### config.mk
export PLATFORM = sky130hd
export DESIGN_NAME = fir_tdm_scheduler
export DESIGN_NICKNAME = d
export VERILOG_FILES = /design/src/rtl/fir_pkg.sv /design/src/rtl/fir_coef_bank.sv /design/src/rtl/fir_tdm_scheduler.sv
export SDC_FILE = /design/constraint.sdc
export NUM_CORES = 2
export LEC_CHECK = 0
export ABC_AREA = 1
export CAP_MARGIN = 15
export CORE_MARGIN = 8
export CORE_UTILIZATION = 45
export CTS_CLUSTER_SIZE = 14
export DETAILED_ROUTE_END_ITERATION = 12
export GPL_TIMING_DRIVEN = 0
export PLACE_DENSITY = 0.69
export SYNTH_ARGS = -nofsm -noshare
export SYNTH_HDL_FRONTEND = slang
export SYNTH_SLANG_ARGS = --single-unit
### constraint.sdc
create_clock -name clk -period 8.4 [get_ports clk]
set_input_delay 2.1 -clock clk [delete_from_list [all_inputs] [get_ports clk]]
set_output_delay 2.1 -clock clk [all_outputs]
set_load 0.02 [all_outputs]
### src/rtl/fir_pkg.sv
// Shared constants, default coefficients, FSM state type and width helpers
// for the time-division FIR scheduler.
package fir_pkg;

  localparam int unsigned COEF_W = 16;

  localparam logic signed [COEF_W-1:0] DEFAULT_COEF [8] = '{
    16'sd661, 16'sd2126, 16'sd5452, 16'sd8144,
    16'sd8144, 16'sd5452, 16'sd2126, 16'sd661
  };

  typedef enum logic [1:0] {
    IDLE = 2'd0,
    LOAD = 2'd1,
    MAC  = 2'd2,
    OUT  = 2'd3
  } fir_state_e;

  // Width of one product and of the saturated result.
  function automatic int unsigned sat_w(input int unsigned width);
    return width + COEF_W;
  endfunction

  // Reset value of tap i; only the 8-tap set is defined, other sizes zero-fill.
  function automatic logic signed [COEF_W-1:0] default_coef(input int unsigned n,
                                                            input int unsigned i);
    if (n == 32'd8 && i < 32'd8) return DEFAULT_COEF[3'(i)];
    return '0;
  endfunction

endpackage

### src/rtl/fir_coef_bank.sv
// Double-buffered coefficient store: shadow written at any time, copied to the
// active bank only when the scheduler allows it; combinational tap read.
module fir_coef_bank
  import fir_pkg::*;
#(
  parameter int unsigned N = 8
) (
  input  logic                     clk,
  input  logic                     n_rst,
  input  logic                     we,
  input  logic [$clog2(N)-1:0]     waddr,
  input  logic signed [COEF_W-1:0] wdata,
  input  logic                     commit,
  input  logic                     apply,
  output logic                     busy,
  input  logic [$clog2(N)-1:0]     raddr,
  output logic signed [COEF_W-1:0] tap_coef_c
);

  localparam int unsigned KW = $clog2(N);

  logic signed [COEF_W-1:0] shadow [N];
  logic signed [COEF_W-1:0] active [N];

  // A write coinciding with the copy is forwarded so it lands before the copy.
  always_ff @(posedge clk or negedge n_rst) begin
    if (!n_rst) begin
      for (int unsigned i = 0; i < N; i++) begin
        shadow[i] <= default_coef(N, i);
        active[i] <= default_coef(N, i);
      end
      busy <= 1'b0;
    end else begin
      if (we) shadow[waddr] <= wdata;
      if (apply) begin
        for (int unsigned i = 0; i < N; i++)
          active[i] <= (we && waddr == KW'(i)) ? wdata : shadow[i];
      end
      if (apply)       busy <= 1'b0;
      else if (commit) busy <= 1'b1;
    end
  end

  assign tap_coef_c = active[raddr];

endmodule

### src/rtl/fir_tdm_scheduler.sv
// Shares one signed MAC across CH sample streams: round-robin grant, per-channel
// delay lines, N-cycle tap sweep and a saturated, back-pressured result port.
module fir_tdm_scheduler
  import fir_pkg::*;
#(
  parameter int unsigned N     = 8,
  parameter int unsigned WIDTH = 14,
  parameter int unsigned CH    = 2
) (
  input  logic                                   clk,
  input  logic                                   n_rst,
  input  logic [CH-1:0]                          s_valid,
  input  logic [CH*WIDTH-1:0]                    s_data,
  output logic [CH-1:0]                          s_ready,
  input  logic                                   coef_we,
  input  logic [$clog2(N)-1:0]                   coef_addr,
  input  logic signed [COEF_W-1:0]               coef_wdata,
  input  logic                                   coef_commit,
  output logic                                   coef_busy,
  output logic                                   m_valid,
  input  logic                                   m_ready,
  output logic [((CH > 1) ? $clog2(CH) : 1)-1:0] m_ch,
  output logic signed [WIDTH+COEF_W-1:0]         m_data
);

  localparam int unsigned KW = $clog2(N);
  localparam int unsigned CW = (CH > 1) ? $clog2(CH) : 1;
  localparam int unsigned PW = sat_w(WIDTH);
  localparam int unsigned AW = PW + KW;

  fir_state_e state, state_n;
  logic [CW-1:0]           g, g_n, g_req, rr_ptr, idx;
  logic                    found, apply;
  logic [KW-1:0]           k;
  logic signed [AW-1:0]    acc, acc_n;
  logic signed [PW-1:0]    prod, sat;
  logic signed [COEF_W-1:0] coef;
  logic signed [WIDTH-1:0] s_word [CH];
  logic signed [WIDTH-1:0] dline  [CH][N];

  fir_coef_bank #(.N(N)) u_coef_bank (
    .clk        (clk),
    .n_rst      (n_rst),
    .we         (coef_we),
    .waddr      (coef_addr),
    .wdata      (coef_wdata),
    .commit     (coef_commit),
    .apply      (apply),
    .busy       (coef_busy),
    .raddr      (k),
    .tap_coef_c (coef)
  );

  always_comb begin
    for (int unsigned i = 0; i < CH; i++) s_word[i] = s_data[i*WIDTH +: WIDTH];
  end

  // First requesting channel at or after rr_ptr.
  always_comb begin
    found = 1'b0;
    g_req = rr_ptr;
    idx   = '0;
    for (int unsigned i = 0; i < CH; i++) begin
      idx = CW'((32'(rr_ptr) + i) % CH);
      if (!found && s_valid[idx]) begin
        found = 1'b1;
        g_req = idx;
      end
    end
  end

  always_comb begin
    prod  = PW'(dline[g][k]) * PW'(coef);
    acc_n = acc + AW'(prod);
    if (&acc_n[AW-1:PW-1] || ~|acc_n[AW-1:PW-1]) sat = acc_n[PW-1:0];
    else if (acc_n[AW-1])                        sat = {1'b1, {(PW-1){1'b0}}};
    else                                         sat = {1'b0, {(PW-1){1'b1}}};
  end

  always_ff @(posedge clk or negedge n_rst) begin
    if (!n_rst) state <= IDLE;
    else        state <= state_n;
  end

  // Pending commits take priority over a new grant while idle.
  always_comb begin
    state_n = state;
    g_n     = g;
    apply   = 1'b0;
    unique case (state)
      IDLE: begin
        if (coef_busy) apply = 1'b1;
        else if (found) begin
          g_n     = g_req;
          state_n = LOAD;
        end
      end
      LOAD:    state_n = MAC;
      MAC:     if (k == KW'(N-1)) state_n = OUT;
      OUT:     if (m_ready) state_n = IDLE;
      default: state_n = IDLE;
    endcase
  end

  always_ff @(posedge clk or negedge n_rst) begin
    if (!n_rst) begin
      g       <= '0;
      rr_ptr  <= '0;
      k       <= '0;
      acc     <= '0;
      s_ready <= '0;
      m_valid <= 1'b0;
      m_ch    <= '0;
      m_data  <= '0;
      for (int unsigned c = 0; c < CH; c++)
        for (int unsigned t = 0; t < N; t++) dline[c][t] <= '0;
    end else begin
      g       <= g_n;
      s_ready <= (state_n == LOAD) ? (CH'(1) << g_n) : '0;
      unique case (state)
        LOAD: begin
          for (int unsigned t = N-1; t > 0; t--) dline[g][t] <= dline[g][t-1];
          dline[g][0] <= s_word[g];
          acc    <= '0;
          k      <= '0;
          rr_ptr <= CW'((32'(g) + 32'd1) % CH);
        end
        MAC: begin
          acc <= acc_n;
          k   <= k + KW'(1);
          if (k == KW'(N-1)) begin
            m_data  <= sat;
            m_ch    <= g;
            m_valid <= 1'b1;
          end
        end
        OUT:     if (m_ready) m_valid <= 1'b0;
        default: ;
      endcase
    end
  end

endmodule

==> summary.txt <==
Outcome
  – Status: complete, no violations

Critical path
  – Type of the worst setup path: flip-flop to flip-flop
  – Setup crit end kind: flip-flop
  – Crit path top cell by count: nand2_1
  – Largest stage delay, worst path: 0.54 ns
  – Arrival time worst endpoint: 8.64 ns
  – Crit Path Max Fanout: 10
  – Required time at the worst-slack endpoint: 8.94 ns
  – CP Launch Type: flip-flop
  – Slowest-stage cell, CP: fa_1

Logic synthesis
  – Post-synthesis sequential area ratio: 0.3989
  – Cell variety after synth: 46
  – Warnings from Yosys: 0
  – Dominant cell type by area after synthesis: dfrtp_1
  – Gate Count Post-Synth: 4,236
  – Syn_nets: 4,667
  – Syn avg cell area: 8.290 µm²
  – #FFs+latches synth: 555
  – Synth area leaders: dfrtp_1 (33%), fa_1 (16%), nand2_1 (12%)
  – Synthesized area: 0.03511 mm²
  – Fraction of registers with async set or reset after synthesis: 1.000
  – Post-synth EDFFs: 0
  – Ys flop type: dfrtp_1
  – Synth top area share: 0.3271

Finish
  – Layout cells sized above 1: 0.09191
  – Fillers: 7,355
  – Area growth syn-to-layout: 13.31%
  – Final nets: 4,843

STA
  – Final worst path period share: 0.9641
  – Fmax: 123.5 MHz
  – Final worst slack: 0.3015 ns
  – Minimum clock period: 8.099 ns
  – Setup-failing EPs final: 0
  – Relative slew margins: 0.4352
  – Slew @ Worst Pin: 0.8408 ns
  – Clock skew: 0.06420 ns
  – Final hold violations: 0
  – Final slew viol count: 0

Route
  – DR vias: 29,130
  – Routed len/inst: 19.72 µm
  – Vias/cell: 5.295
  – Drt drc: 0
  – Final WL: 108,500 µm
  – First-pass DRT Iterations: 6
  – Post-DRT Antenna Nets: 0
  – Iter 0 DRT Violations: 3,210

Clock network
  – CTS Buf Count: 59
  – Clk_lat worst skew: 0.66 ns
  – Cts hold-fix bufs: 0
  – Clock root buffer: clkbuf_16
  – CTS Sinks: 555
  – H-tree lvl count: 2
  – CTS clk-pin slew, worst paths: 0.06 ns
  – Clock tree buffer depth: 3
  – CTS tree: yes

Worst hold path
  – Hold Crit Class: flip-flop to flip-flop

Placement
  – DP Worst Slack: -1.051 ns
  – Routability Congestion: 0.9505
  – Port Buf Inserts: 88
  – Detail Placement HPWL: 81,950 µm

GRT
  – GRT overflow: 0
  – Via count of the first global-routing pass: 29,260
  – Global Route Usage Sum: 0.2499
  – Global-route wire length before repair: 169,400 µm
  – Largest net degree at the start of global routing: 120
  – Initial antenna violation count: 0

Die
  – Initial Utilization: 0.4540
  – Rows: 102
  – IO Pins: 89
  – DIE HEIGHT: 295.3 µm
  – Die width: 295.3 µm
  – Core region area: 0.07734 mm²
  – Die area: 0.08723 mm²

Run
  – Max cap viols: 0
-- registers in the layout, summed over array words and instances (netlist names) --
register	flops
acc	33
dline	224
g	1
k	3
m_ch	1
m_data	30
m_valid	1
rr_ptr	1
s_ready	2
state	2
u_coef_bank.active	128
u_coef_bank.busy	1
u_coef_bank.shadow	128
-- logic make-up (layout without fill, tap and decap cells) --
group,Yosys count,count (layout),synth area share
buf+inv,933,1158,0.1021
simple gates,1581,1581,0.1799
flops,555,555,0.3989
xor+xnor,27,27,0.006734
fa+ha+maj,377,377,0.1936
other cells,0,1,0
compound gates,763,763,0.1188
-- what timing repair did --
action                                 4_1_cts  5_1_grt
cloned                                       0        1
setup endpoints to repair                   47       32
pin swaps                                    0        4
endpoints found under the hold margin        0        0
resized for setup                           35      109
buffers inserted                             1       23
-- final timing paths --
check | endpoint | cells after the start | slack (ns) | startpoint
max | m_data[18] | 36 | 0.30 | k[0]
min | u_coef_bank.active[60] | 2 | 0.47 | u_coef_bank.active[60]
max reg2reg | m_data[18] | 36 | 0.30 | k[0]
min reg2reg | u_coef_bank.active[60] | 2 | 0.47 | u_coef_bank.active[60]
max in group asynchronous | dline[206] | 4 | 5.02 | n_rst
min in group asynchronous | u_coef_bank.shadow[106] | 1 | 1.37 | n_rst
-- area by class of cell --
class / instances / area [µm²] / share of cell area
timing repair buffer: 117 / 1229 / 0.03088
multi-input combinational: 2748 / 17640 / 0.4434
inverter: 725 / 2745 / 0.06899
clock inverter: 21 / 170.2 / 0.004277
tap: 1040 / 1301 / 0.03270
timing repair inverter: 1 / 5.005 / 0.0001258
antenna: 1 / 2.502 / 0.00006289
clock buffer: 89 / 1732 / 0.04352
buffer: 205 / 952.2 / 0.02393
sequential: 555 / 14010 / 0.3521
-- per-layer routing --
layer  vias up  GRT usage  share of wire
met5         -          0              0
met4         0    0.08980          0.038
met3       219    0.05825           0.10
met2      1330     0.3776           0.44
met1     14160     0.3514           0.42
li1      13420          -              -
-- critical path, delay by kind of cell (launching register included) --
| family | cells | cell delay (ns) |
|---|---|---|
| buffers and inverters | 10 | 1.70 |
| AOI/OAI and AO/OA | 3 | 0.63 |
| and+or+nand+nor | 16 | 1.91 |
| adders and majority gates | 7 | 3.34 |
| DFF | 1 | 0.41 |
-- cells in the mapped netlist, types with 5 or more instances --
cell type     n
fa_1        277
a21oi_2       6
inv_2        11
nand2_2      21
a22o_1       12
o211ai_1     91
buf_1        20
nor3_1       41
o21ai_1       9
xnor2_1      11
nand3_1     108
buf_2        29
o22ai_1      13
nor2_1      227
dfrtp_1     459
clkbuf_1    154
inv_1       709
xor2_1       16
a21oi_1     170
nor2_2        9
o21ai_0     447
dfstp_2      96
clkinv_1      5
ha_1        100
nand2_1    1154
-- metrics by stage --
step	setup TNS (ns)	hold slack, ns	utilization	cell area (µm²)	std cells
finish	0	0.4676	0.5145	39790	5502
global placement	-	0.4549	0.4823	37300	5364
detailed placement	-34.74	0.4551	0.4841	37440	5369
CTS	0	0.4660	0.5097	39420	5478
global route	-0.1560	0.4784	0.5144	39790	5501
floorplan	0	0.4437	-	35110	4236
-- placed cells by master (no fill, tap or decap), drive strengths merged, types with 96 or more instances in the layout --
| master | synthesis | final |
|---|---|---|
| a21oi | 176 | 176 |
| clkbuf | 154 | 251 |
| dfrtp | 459 | 459 |
| dfstp | 96 | 96 |
| fa | 277 | 277 |
| ha | 100 | 100 |
| inv | 720 | 716 |
| nand2 | 1179 | 1179 |
| nand3 | 112 | 112 |
| nor2 | 238 | 238 |
| o21ai | 460 | 460 |
Power is left out: the tool's default activity adds up to more than one toggle a clock period on the data nets, which glitch-free logic cannot reach.
